### src/rtl/sap_pkg.sv
// sap_pkg: shared constants for the SAP-1 control unit.
//   - Opcode values (IR upper nibble): OP_LDA, OP_ADD, OP_SUB, OP_OUT, OP_HLT.
//   - Control-word bit indices CW_CP..CW_LO. The word is packed as
//     {cp,ep,lm,ce,li,ei,la,ea,su,eu,lb,lo}, so cp is bit 11.
//   - One-hot T-state constants T1..T6 (bit0 = T1).
//   - Named control words for the fetch cycle and for each instruction's
//     execute states.
package sap_pkg;

    localparam int OP_WIDTH = 4;
    localparam int CW_WIDTH = 12;
    localparam int T_WIDTH  = 6;

    localparam logic [OP_WIDTH-1:0] OP_LDA = 4'h0;
    localparam logic [OP_WIDTH-1:0] OP_ADD = 4'h1;
    localparam logic [OP_WIDTH-1:0] OP_SUB = 4'h2;
    localparam logic [OP_WIDTH-1:0] OP_OUT = 4'hE;
    localparam logic [OP_WIDTH-1:0] OP_HLT = 4'hF;

    localparam int CW_CP = 11;  // increment PC
    localparam int CW_EP = 10;  // PC drives bus
    localparam int CW_LM = 9;   // load MAR
    localparam int CW_CE = 8;   // RAM drives bus
    localparam int CW_LI = 7;   // load IR
    localparam int CW_EI = 6;   // IR operand drives bus
    localparam int CW_LA = 5;   // load A
    localparam int CW_EA = 4;   // A drives bus
    localparam int CW_SU = 3;   // ALU subtract
    localparam int CW_EU = 2;   // ALU drives bus
    localparam int CW_LB = 1;   // load B
    localparam int CW_LO = 0;   // load output register

    localparam logic [T_WIDTH-1:0] T1 = 6'b000001;
    localparam logic [T_WIDTH-1:0] T2 = 6'b000010;
    localparam logic [T_WIDTH-1:0] T3 = 6'b000100;
    localparam logic [T_WIDTH-1:0] T4 = 6'b001000;
    localparam logic [T_WIDTH-1:0] T5 = 6'b010000;
    localparam logic [T_WIDTH-1:0] T6 = 6'b100000;

    localparam logic [CW_WIDTH-1:0] CW_NONE   = '0;
    localparam logic [CW_WIDTH-1:0] CW_FETCH1 = 12'(1 << CW_EP) | 12'(1 << CW_LM);  // 600
    localparam logic [CW_WIDTH-1:0] CW_FETCH2 = 12'(1 << CW_CP);                     // 800
    localparam logic [CW_WIDTH-1:0] CW_FETCH3 = 12'(1 << CW_CE) | 12'(1 << CW_LI);  // 180
    // Operand address from IR into MAR, shared by LDA/ADD/SUB in T4.
    localparam logic [CW_WIDTH-1:0] CW_MEM_ADDR = 12'(1 << CW_LM) | 12'(1 << CW_EI); // 240
    localparam logic [CW_WIDTH-1:0] CW_LDA_T5 = 12'(1 << CW_CE) | 12'(1 << CW_LA);  // 120
    localparam logic [CW_WIDTH-1:0] CW_ALU_T5 = 12'(1 << CW_CE) | 12'(1 << CW_LB);  // 102
    localparam logic [CW_WIDTH-1:0] CW_ADD_T6 = 12'(1 << CW_LA) | 12'(1 << CW_EU);  // 024
    localparam logic [CW_WIDTH-1:0] CW_SUB_T6 = CW_ADD_T6 | 12'(1 << CW_SU);        // 02C
    localparam logic [CW_WIDTH-1:0] CW_OUT_T4 = 12'(1 << CW_EA) | 12'(1 << CW_LO);  // 011

endpackage

### src/rtl/sap_controller_sequencer_if.sv
// sap_controller_sequencer_if: bundle between the instruction register side
// and the SAP-1 control unit.
//   opcode  : IR[7:4], driven by the master (IR side)
//   t_state : one-hot ring state, bit0 = T1, driven by the slave (controller)
//   cw      : 12-bit control word {cp,ep,lm,ce,li,ei,la,ea,su,eu,lb,lo}
//   hlt     : registered halt flag
interface sap_controller_sequencer_if;
    import sap_pkg::*;

    logic [OP_WIDTH-1:0] opcode;
    logic [T_WIDTH-1:0]  t_state;
    logic [CW_WIDTH-1:0] cw;
    logic                hlt;

    modport master (
        output opcode,
        input  t_state,
        input  cw,
        input  hlt
    );

    modport slave (
        input  opcode,
        output t_state,
        output cw,
        output hlt
    );

endinterface

### src/rtl/sap_ring_counter.sv
// sap_ring_counter: 6-bit one-hot ring counter T1 -> T2 -> ... -> T6 -> T1.
//   clk     in  1  step pulse or free-running clock; advances on posedge
//   reset   in  1  asynchronous active-high, forces T1
//   hold    in  1  freezes the ring at its current state
//   t_state out 6  one-hot state, bit0 = T1
module sap_ring_counter
    import sap_pkg::*;
(
    input  logic               clk,
    input  logic               reset,
    input  logic               hold,
    output logic [T_WIDTH-1:0] t_state
);

    logic [T_WIDTH-1:0] t_state_reg;
    logic [T_WIDTH-1:0] t_state_next;

    // Rotate left by one: bit gi takes the value of the previous bit, and
    // T1 takes the value of T6 so the ring wraps.
    generate
        for (genvar gi = 0; gi < T_WIDTH; gi++) begin : g_rotate
            assign t_state_next[gi] = t_state_reg[(gi + T_WIDTH - 1) % T_WIDTH];
        end
    endgenerate

    always_ff @(posedge clk or posedge reset) begin
        if (reset) begin
            t_state_reg <= T1;
        end else if (!hold) begin
            t_state_reg <= t_state_next;
        end
    end

    assign t_state = t_state_reg;

endmodule

### src/rtl/sap_controller_sequencer.sv
// sap_controller_sequencer: SAP-1 control unit.
// Decodes the IR opcode together with the current T-state into the 12-bit
// control word that gates every load/enable on the W bus.
//   clk   in   1  sole clock (single-step one-shot or free-running)
//   reset in   1  asynchronous active-high; forces T1 and clears hlt
//   bus   slave  opcode in, t_state/cw/hlt out (sap_controller_sequencer_if)
// cw is purely combinational from (t_state, opcode).
// Optional feature macro SAP_HLT_EN: when defined, opcode 4'hF in T4 halts
// the machine (hlt=1, ring frozen at T4, cw=0) until reset. When undefined,
// 4'hF decodes as a NOP and hlt is tied low.
module sap_controller_sequencer
    import sap_pkg::*;
(
    input  logic                         clk,
    input  logic                         reset,
    sap_controller_sequencer_if.slave    bus
);

    logic [T_WIDTH-1:0]  t_state;
    logic [CW_WIDTH-1:0] cw_next;
    logic [CW_WIDTH-1:0] cw_decode;
    logic                hold;
    logic                hlt_reg;

    sap_ring_counter u_ring (
        .clk     (clk),
        .reset   (reset),
        .hold    (hold),
        .t_state (t_state)
    );

    // Fetch is common to all opcodes; execute words depend on the opcode.
    // Unlisted opcodes fall through to zero, which makes them NOPs while
    // the ring keeps running.
    always_comb begin
        cw_decode = CW_NONE;
        case (t_state)
            T1: cw_decode = CW_FETCH1;
            T2: cw_decode = CW_FETCH2;
            T3: cw_decode = CW_FETCH3;
            T4: begin
                case (bus.opcode)
                    OP_LDA, OP_ADD, OP_SUB: cw_decode = CW_MEM_ADDR;
                    OP_OUT:                 cw_decode = CW_OUT_T4;
                    default:                cw_decode = CW_NONE;
                endcase
            end
            T5: begin
                case (bus.opcode)
                    OP_LDA:         cw_decode = CW_LDA_T5;
                    OP_ADD, OP_SUB: cw_decode = CW_ALU_T5;
                    default:        cw_decode = CW_NONE;
                endcase
            end
            T6: begin
                case (bus.opcode)
                    OP_ADD:  cw_decode = CW_ADD_T6;
                    OP_SUB:  cw_decode = CW_SUB_T6;
                    default: cw_decode = CW_NONE;
                endcase
            end
            default: cw_decode = CW_NONE;
        endcase
    end

`ifdef SAP_HLT_EN
    logic halt_now;

    // The halting edge itself must not advance the ring, so hold is raised
    // combinationally in T4 before hlt_reg is set.
    assign halt_now = (t_state == T4) && (bus.opcode == OP_HLT);
    assign hold     = hlt_reg | halt_now;

    always_ff @(posedge clk or posedge reset) begin
        if (reset) begin
            hlt_reg <= 1'b0;
        end else if (halt_now) begin
            hlt_reg <= 1'b1;
        end
    end

    // Once halted the IR may still change; keep the bus quiet regardless.
    assign cw_next = hlt_reg ? CW_NONE : cw_decode;
`else
    assign hlt_reg = 1'b0;
    assign hold    = 1'b0;
    assign cw_next = cw_decode;
`endif

    assign bus.t_state = t_state;
    assign bus.cw      = cw_next;
    assign bus.hlt     = hlt_reg;

endmodule

### src/flat_wrapper.sv
// flat-port wrapper written by rule: the top's interface ports become plain ports
module sap_controller_sequencer_flat import sap_pkg::*;
  (clk, reset, bus_opcode, bus_t_state, bus_cw, bus_hlt);
  sap_controller_sequencer_if bus_i ();
  input  logic clk;
  input  logic reset;
  input wire logic [$bits(bus_i.opcode)-1:0] bus_opcode;
  output wire logic [$bits(bus_i.t_state)-1:0] bus_t_state;
  output wire logic [$bits(bus_i.cw)-1:0] bus_cw;
  output wire logic [$bits(bus_i.hlt)-1:0] bus_hlt;
  assign bus_i.opcode = bus_opcode;
  assign bus_t_state = bus_i.t_state;
  assign bus_cw = bus_i.cw;
  assign bus_hlt = bus_i.hlt;
  sap_controller_sequencer u_core (.clk(clk), .reset(reset), .bus(bus_i));
endmodule
### config.mk
export PLATFORM = sky130hd
export DESIGN_NAME = sap_controller_sequencer_flat
export DESIGN_NICKNAME = d
export VERILOG_FILES = /design/src/rtl/sap_pkg.sv /design/src/rtl/sap_controller_sequencer_if.sv /design/src/rtl/sap_ring_counter.sv /design/src/rtl/sap_controller_sequencer.sv /design/src/flat_wrapper.sv
export SDC_FILE = /design/constraint.sdc
export NUM_CORES = 1
export LEC_CHECK = 0
export CORE_MARGIN = 1
export CORE_UTILIZATION = 34
export DETAILED_ROUTE_END_ITERATION = 8
export GPL_TIMING_DRIVEN = 0
export PLACE_DENSITY = 0.78
export SLEW_MARGIN = 25
export SYNTH_ARGS = -nofsm -noshare
export SYNTH_HDL_FRONTEND = slang
export SYNTH_HIERARCHICAL = 1
export SYNTH_SLANG_ARGS = --single-unit
export TNS_END_PERCENT = 30
### constraint.sdc
create_clock -name clk -period 1.3 [get_ports clk]
set_clock_uncertainty 0.2 [all_clocks]
set_input_delay 0.26 -clock clk [delete_from_list [all_inputs] [get_ports clk]]
set_output_delay 0.26 -clock clk [all_outputs]
set_load 0.02 [all_outputs]
==> results of run 1 <==
-- logic make-up after synthesis --
kind of cell / share of synthesized area
DFF: 0.3135
AOI/OAI and AO/OA: 0.06733
other: 0.007765
buffers and inverters: 0.07771
and+or+nand+nor: 0.3471
muxes: 0.1865
-- Yosys cell counts --
library cell,number,share of area
sky130_fd_sc_hd__a211oi_1,1,0.016
sky130_fd_sc_hd__a21oi_1,3,0.031
sky130_fd_sc_hd__and2b_2,3,0.054
sky130_fd_sc_hd__and4_1,1,0.018
sky130_fd_sc_hd__and4b_1,2,0.041
sky130_fd_sc_hd__buf_4,2,0.031
sky130_fd_sc_hd__buf_6,1,0.023
sky130_fd_sc_hd__conb_1,1,0.0078
sky130_fd_sc_hd__dfrtp_1,5,0.26
sky130_fd_sc_hd__dfstp_2,1,0.054
sky130_fd_sc_hd__inv_1,2,0.016
sky130_fd_sc_hd__inv_2,1,0.0078
sky130_fd_sc_hd__mux2_4,6,0.19
sky130_fd_sc_hd__nand2_1,4,0.031
sky130_fd_sc_hd__nand3_1,3,0.031
sky130_fd_sc_hd__nand3b_1,1,0.016
sky130_fd_sc_hd__nor2_1,8,0.062
sky130_fd_sc_hd__nor2b_1,2,0.026
sky130_fd_sc_hd__nor3_1,1,0.010
sky130_fd_sc_hd__nor3b_1,1,0.016
sky130_fd_sc_hd__nor4_1,2,0.026
sky130_fd_sc_hd__o21ai_0,1,0.010
sky130_fd_sc_hd__o21ai_1,1,0.010
sky130_fd_sc_hd__or4_1,1,0.016
-- layout make-up --
type,count,area share
multi-input combinational,43,0.4284
timing repair buffer,40,0.3389
sequential,6,0.1504
buffer,3,0.02864
clock buffer,4,0.02506
tap,15,0.01790
inverter,3,0.01074
-- metrics by stage --
| stage | instance area, um^2 | utilization | power (mW) | hold WS (ns) |
|---|---|---|---|---|
| after global placement | 815.8 | 0.6192 | 0.2416 | 0.2809 |
| after floorplan | 566.8 | - | 0.2211 | -0.1500 |
| after global routing | 1049 | 0.7958 | 0.4497 | 0.06443 |
| after detailed placement | 815.8 | 0.6192 | 0.2420 | 0.2852 |
| after CTS | 984.7 | 0.7474 | 0.4328 | 0.02551 |
| final | 1049 | 0.7958 | 0.4273 | 0.02438 |
-- how the worst max path moves through the flow --
stage,end,cells past startpoint,start,slack (ns)
6_report,bus_cw[5],4,u_core/u_ring/t_state[4],-0.62
5_1_grt,bus_cw[5],4,u_core/u_ring/t_state[4],-0.68
4_1_cts,bus_cw[5],4,u_core/u_ring/t_state[4],-0.62
3_5_place_dp,bus_cw[5],4,bus_opcode[1],-1.17
3_3_place_gp,bus_cw[9],5,bus_opcode[0],-1.17
2_1_floorplan,bus_cw[5],3,u_core/u_ring/t_state[4],-0.42
-- what timing repair did --
item                       in CTS  in global routing
hold buffers                    0                  0
setup buffers                  12                  5
setup endpoints to repair      18                 18
pin swaps                      13                  5
gates resized for setup       117                  5
-- power groups by stage --
stage          clock (mW)  sequential, mW  combinational [mW]
6_report            0.182           0.187              0.0578
5_1_grt             0.201           0.187              0.0619
4_1_cts             0.189           0.187              0.0562
3_5_place_dp            0           0.190              0.0519
3_3_place_gp            0           0.190              0.0514
2_1_floorplan           0           0.190              0.0309
-- metal layers --
| metal | GRT usage | vias to the layer above | routed length [um] |
|---|---|---|---|
| met5 | 0 | - | 0 |
| met4 | 0.1034 | 0 | 0 |
| met3 | 0.01705 | 0 | 86 |
| met2 | 0.3689 | 20 | 785 |
| met1 | 0.1678 | 247 | 608 |
| li1 | - | 277 | - |
-- worst reg2reg max path, delay by kind of cell, from the launching register on --
| family | cells | cell delay, ns |
|---|---|---|
| buffers and inverters | 2 | 0.28 |
| multiplexers | 1 | 0.25 |
| flip-flops | 1 | 0.42 |
==> results by stage, run 1 <==
Synth:
- The cell count after synthesis came out at 54.
- The post-synthesis sequential element count is 6.
- The number of distinct standard cells referenced by the synthesized netlist is 24.
- Yosys printed 6 warnings.
- The per-instance average area after synthesis is 8.944 um^2.
- Of the synthesized area, sequential elements account for 0.3135.
- The synthesized netlist occupies a cell area of 483.0 um^2.

Setup path:
- The critical path's top delay family is simple AND/OR/NAND/NOR gates.
- The startpoint type of the worst setup path is a flop.
- Setup slack on the worst reg-to-reg path comes out at 0.03 ns.
- The worst path required time is 0.84 ns.
- The largest incremental delay on the critical path is 0.50 ns.
- The signal on the critical path passes through inv_2 -> or4_4 -> a21oi_4 -> buf_6.
- The critical path data arrival time is 1.46 ns.
- The critical-path cell with the highest stage delay is sky130_fd_sc_hd__or4_4.
- Along the worst path, the maximum fanout reaches 3.
- The worst setup path is of the flop to output pin kind.
- Counting cells, the worst reg-to-reg path comes to 3.
- The end of the worst register-to-register path is u_core/u_ring/t_state[2].
- The number of buffer and inverter instances along the worst setup path is 2.
- The worst setup path is captured at an output pin.
- The reg-to-reg startpoint is u_core/u_ring/t_state[1].

Clocking:
- The maximum buffer depth of the clock tree is 2.
- In this run the number of H-tree levels came out at 1.
- Clock-pin slew was measured on the worst setup and hold paths at 0.05 ns.
- CTS placed an instance of sky130_fd_sc_hd__clkbuf_4 at the clock tree root.
- The clock latency of the later-clocked register in the worst-skew pair is 0.24 ns.
- The tree built by TritonCTS fans out to 6 sinks.
- The number of CTS-inserted buffers is 3.
- TritonCTS built the clock tree.

Timing:
- The max-slew violation count is 0.
- The number of hold-slack violations in the final timing report is 0.
- Setup repair after global routing could not meet its margin everywhere.
- Setup slack on the critical path of the routed design comes to -0.6231 ns.
- The highest achievable clock rate is 520.0 MHz.
- Setup violations remaining at the end of the flow were counted as 18.
- The final total negative setup slack is -6.964 ns.
- The smallest clock period supported by the final layout is computed as 1.923 ns.
- Of the available clock period, the critical path in the final layout requires 1.479.

Run status:
- The final reports fail on setup timing.
- The flow ran to the end, but the final reports show violations.

Worst hold path:
- The kind of path behind the tightest hold check is input port to async pin.

Pwr:
- The share of total power dissipated in combinational logic is 0.135.
- The share of total power dissipated in sequential elements is 0.438.
- The clock network fraction of total power is 0.426.
- The switching power total is 98.57 uW.
- The switching part of the total power is 0.2307.
- The largest voltage drop on the vdd net is 0.5329 mV.
- Internal power comes to 328.7 uW.
- In this run the static leakage power is 0.4915 nW.
- Power spread over the standard cell area amounts to 407.5 nW/um^2.

Die:
- After floorplanning, the core was divided into 13 placement rows.
- The core box area is 1318 um^2.
- The die span in x is 39.69 um.
- The area enclosed by the die boundary is 1575 um^2.
- The die is 39.69 um tall.
- The total I/O pin count is 25.
- For this configuration, the core starts out at a cell density of 0.3666.

Drt:
- The ratio of routed vias to standard cells is 4.772.
- The first detailed-routing pass took 2 iterations.
- The detailed router finished its first iteration with 4 violations.
- Summing over every cut layer, the via total after detailed routing is 544.
- The mean routed wirelength per cell is 12.98 um.
- After detailed routing, the number of remaining DRC violations is 0.
- The number of routed nets with antenna violations is 0.
- The final layout contains routed wiring with a total length of 1.480 mm.

Layout:
- The number of flip-flops under the largest register name is 6.
- In the layout the commonest cells are sky130_fd_sc_hd__buf_4, sky130_fd_sc_hd__buf_6, sky130_fd_sc_hd__mux2_4.
- The area growth from synthesis to layout is 117.1%.
- The footprint of the flip-flops and latches is 157.7 um^2.
- The number of standard cells in the layout, taps in and fillers out is 114.
- The library cell used most frequently in the layout, excluding fill and tap cells, is sky130_fd_sc_hd__buf_4.
- The repair_antennas step left the layout with diodes totalling 0.
- In the final layout, the multi-input gates occupy 449.2 um^2.
- The fill cell total of the finished layout is 88.
- The layout cell share with drive strength beyond 1 is 0.7778.
- After the last flow step, the layout net total stands at 106.

GRT:
- The all-layer global routing usage is 0.1816.
- The remaining global-route overflow is 0.
- The first global-routing pass estimated 1.890 mm of wire.
- The via count of the first global-routing pass is 466.
- The initial antenna violation count came to 0.
- The maximum number of pins on one net before global-route repair is 10.

Placement:
- The worst slack at placement is -1.167 ns.
- The placed wire-length estimate is 846.5 um.
- Routability-driven placement finished with a final weighted congestion of 0.6573.
- The number of I/O port buffers is 23.
- The number of placed instances, taps included, is 93.

Flow run:
- The number of violations of the max-capacitance limit is 0.
No activity file was read; power rests on OpenSTA's default activity.
==> inputs of run 2 (changes only) <==
--- a/config.mk
+++ b/config.mk
@@ -5,7 +5,7 @@
 export SDC_FILE = /design/constraint.sdc
 export NUM_CORES = 1
 export LEC_CHECK = 0
-export CORE_MARGIN = 1
+export CAP_MARGIN = 20
 export CORE_UTILIZATION = 34
 export DETAILED_ROUTE_END_ITERATION = 8
 export GPL_TIMING_DRIVEN = 0
==> results of run 2 <==
The final DEF is identical to that of run 1; final timing and power are the same.
==> inputs of run 3 (changes only) <==
--- a/config.mk
+++ b/config.mk
@@ -9,7 +9,8 @@
 export CORE_UTILIZATION = 34
 export DETAILED_ROUTE_END_ITERATION = 8
 export GPL_TIMING_DRIVEN = 0
-export PLACE_DENSITY = 0.78
+export HOLD_SLACK_MARGIN = 0.08
+export PLACE_DENSITY = 0.83
 export SLEW_MARGIN = 25
 export SYNTH_ARGS = -nofsm -noshare
 export SYNTH_HDL_FRONTEND = slang
==> run 3 against run 2 <==
- the run still ends with setup timing left
- combinational power rose by 4.5%
- cell area fell by 7.0%
- global-route usage rose by 4.3 points
- final cell count fell by 4.4%
- first-iteration DRC count rose to 4.0 times the previous value
- register-to-register slack improved by 0.04 ns
- die area did not move
- sequential share of layout area rose by 1.1 points
- clock power rose by 8%
- wire length rose by 9.1%
- largest cell class unchanged
- highest routed layer unchanged
==> results by stage, run 3 (synthesis gave the netlist of run 1 again) <==
Timing:
- Unrepaired setup endpoints after global routing: true (unchanged).
- The max-slew violation count is 0 (unchanged).
- The highest achievable clock rate was 522.9 MHz (was 520.0 MHz).
- The final clock period utilization by the worst path came to 1.471 (was 1.479).
- The total setup violations reported at the end of the flow is 18 (unchanged).
- The number of hold-slack violations in the final timing report was 0 (unchanged).
- The minimum period implied by the final worst setup slack is 1.912 ns (was 1.923 ns).
- The final critical-path setup slack is -0.6123 ns (was -0.6231 ns).

Die:
- The area enclosed by the die boundary is 1575 um^2 (unchanged).
- The die span in x is 39.69 um (unchanged).
- The total I/O pin count is 25 (unchanged).
- The core box area is 1318 um^2 (unchanged).
- The number of rows created at floorplan is 13 (unchanged).
- The effective utilization at floorplan is 0.3666 (unchanged).
- The vertical extent of the die was 39.69 um (unchanged).

Drt:
- The number of remaining DRC errors is 0 (unchanged).
- The ratio of routed vias to standard cells is 5.101 (was 4.772).
- The first-pass iteration count of the detailed router is 4 (was 2).
- The detailed-route via count is 556 (was 544).
- The total wire length after detailed routing is 1.614 mm (was 1.480 mm).
- The mean routed wirelength per cell is 14.81 um (was 12.98 um).
- The number of routed nets with antenna violations is 0 (unchanged).
- The violation count after the first detailed-routing iteration is 16 (was 4).

Worst hold path:
- The path with the worst hold slack has its endpoint at u_core/u_ring/t_state[0].
- The hold path startpoint is u_core/u_ring/t_state[5].
- The cell count of the worst hold path is 1.
- The kind of path behind the tightest hold check is flop to flop (was input port to async pin).

Setup path:
- The startpoint type of the worst setup path is a flop (unchanged).
- Chain of cells forming the critical path: inv_2 -> or4_4 -> a21oi_4 -> buf_6 (unchanged).
- The critical path's top delay family is simple AND/OR/NAND/NOR gates (unchanged).
- The startpoint-to-endpoint class of the critical path was flop to output pin (unchanged).
- The end of the worst register-to-register path is u_core/u_ring/t_state[2] (unchanged).
- The critical path data arrival time is 1.45 ns (was 1.46 ns).
- The largest incremental delay on the critical path came to 0.49 ns (was 0.50 ns).
- The path depth of the worst reg2reg path is 3 (unchanged).
- The maximum fanout count along the critical path was 4 (was 3).
- The number of buffer and inverter instances along the worst setup path came to 2 (unchanged).
- The worst-case register-to-register setup slack is 0.07 ns (was 0.03 ns).
- The critical-path cell with the highest stage delay was sky130_fd_sc_hd__or4_4 (unchanged).
- The category of the worst setup path capture point is an output pin (unchanged).
- The reg-to-reg startpoint is u_core/u_ring/t_state[1] (unchanged).
- The worst path required time is 0.84 ns (about the same).

GRT:
- The remaining global-route overflow came to 0 (unchanged).
- The all-layer global routing usage was 0.2250 (was 0.1816).
- The via count of the first global-routing pass is 484 (was 466).
- The initial antenna violation count is 0 (unchanged).
- The maximum number of pins on one net before global-route repair was 10 (unchanged).
- The wire length of the first global-routing pass is 2.263 mm (was 1.890 mm).

Clocking:
- The TritonCTS clock tree was built (unchanged).
- The clock latency of the later-clocked register in the worst-skew pair is 0.26 ns (was 0.24 ns).
- The number of CTS-inserted buffers is 3 (unchanged).
- The clock root buffer master was sky130_fd_sc_hd__clkbuf_4 (unchanged).
- The clock slew at the register clock pins of the worst setup and hold paths is 0.05 ns (about the same).
- The maximum buffer depth of the clock tree was 2 (unchanged).
- The number of clock sinks was 6 (unchanged).
- The H-tree level count is 1 (unchanged).

Pwr:
- The post-layout total power is 443.7 uW (was 427.3 uW).
- The power density over cell area is 455.2 nW/um^2 (was 407.5 nW/um^2).
- The reported leakage power came to 0.4542 nW (was 0.4915 nW).
- The largest voltage drop on the vdd net is 0.4256 mV (was 0.5329 mV).

Layout:
- The number of diodes added for antenna fixing is 0 (unchanged).
- The number of flip-flops under the largest register name is 6 (unchanged).
- The synthesis-to-layout area growth is 101.8% (was 117.1%).
- Commonest non-fill, non-tap cells in the layout: sky130_fd_sc_hd__buf_4, sky130_fd_sc_hd__buf_6, sky130_fd_sc_hd__mux2_4 (unchanged).
- The leading cell type in the layout, fill and taps excluded is sky130_fd_sc_hd__buf_4 (unchanged).
- The layout cell share with drive strength beyond 1 is 0.7234 (was 0.7778).
- The number of standard cells in the layout, taps in and fillers out is 109 (was 114).
- The number of nets in the final layout is 101 (was 106).
- The core utilization of the finished layout came to 0.7398 (was 0.7958).

Placement:
- The total instance count after detailed placement is 93 (unchanged).
- The final weighted congestion in routability-driven placement is 0.6510 (was 0.6573).
- The number of I/O port buffers is 23 (unchanged).
- The worst slack at placement was -1.233 ns (was -1.167 ns).
- The placed wire-length estimate is 895.7 um (was 846.5 um).

Run status:
- Result of the run: complete, but fails checks (unchanged).
- Violations in the final reports: setup timing (unchanged).

Flow run:
- The number of violations of the max-capacitance limit is 0 (unchanged).
-- run 3: cell types whose count changed in the layout (fill, tap and decap cells not counted), sizes merged --
cell           delta
buf               -7
clkdlybuf4s15     +1
dlygate4sd3       +1
-- run 3: metrics by stage --
stage | hold WS [ns] | TNS [ns] | instance area [um^2]
floorplan | -0.1500 | -3.126 | 566.8
global placement | 0.2786 | -13.24 | 815.8
detailed placement | 0.2835 | -13.64 | 815.8
CTS | 0.4568 | -6.650 | 910.9
global route | 0.5250 | -7.826 | 974.7
finish | 0.4902 | -7.009 | 974.7
-- run 3: metal layers --
layer / up-vias / global-route usage / wire length (um)
met3: 0 / 0.08523 / 94
li1: 267 / - / -
met4: 0 / 0.05172 / 0
met1: 269 / 0.2799 / 652
met5: - / 0 / 0
met2: 20 / 0.3607 / 868
-- run 3: how the worst max path moves through the flow --
| stage | startpoint | endpoint | slack [ns] | cells after the start |
|---|---|---|---|---|
| global placement | bus_opcode[0] | bus_cw[9] | -1.21 | 5 |
| global route | u_core/u_ring/t_state[2] | bus_cw[0] | -0.66 | 4 |
| finish | u_core/u_ring/t_state[4] | bus_cw[5] | -0.61 | 4 |
| detailed placement | bus_opcode[0] | bus_cw[9] | -1.23 | 5 |
| floorplan | u_core/u_ring/t_state[4] | bus_cw[5] | -0.42 | 3 |
| CTS | u_core/u_ring/t_state[4] | bus_cw[5] | -0.61 | 4 |
-- run 3: power breakdown --
group / switching [mW] / internal [mW]
combinational: 0.0338 / 0.0266
sequential: 0 / 0.187
clock: 0.0791 / 0.117
total: 0.113 / 0.331
-- run 3: timing repair --
item | 4_1_cts | 5_1_grt
setup buffers | 6 | 6
pin swaps | 9 | 3
setup endpoints to repair | 18 | 18
endpoints found under the hold margin | 5 | 0
hold buffers | 1 | 0
resized for setup | 104 | 8
-- run 3: area by class of cell --
class	instances	area, um^2
Sequential cell	6	157.7
Buffer	3	26.28
Inverter	3	11.26
Timing Repair Buffer	35	324.1
Fill cell	105	342.8
Clock buffer	4	26.28
Multi-Input combinational cell	43	410.4
Tap cell	15	18.77
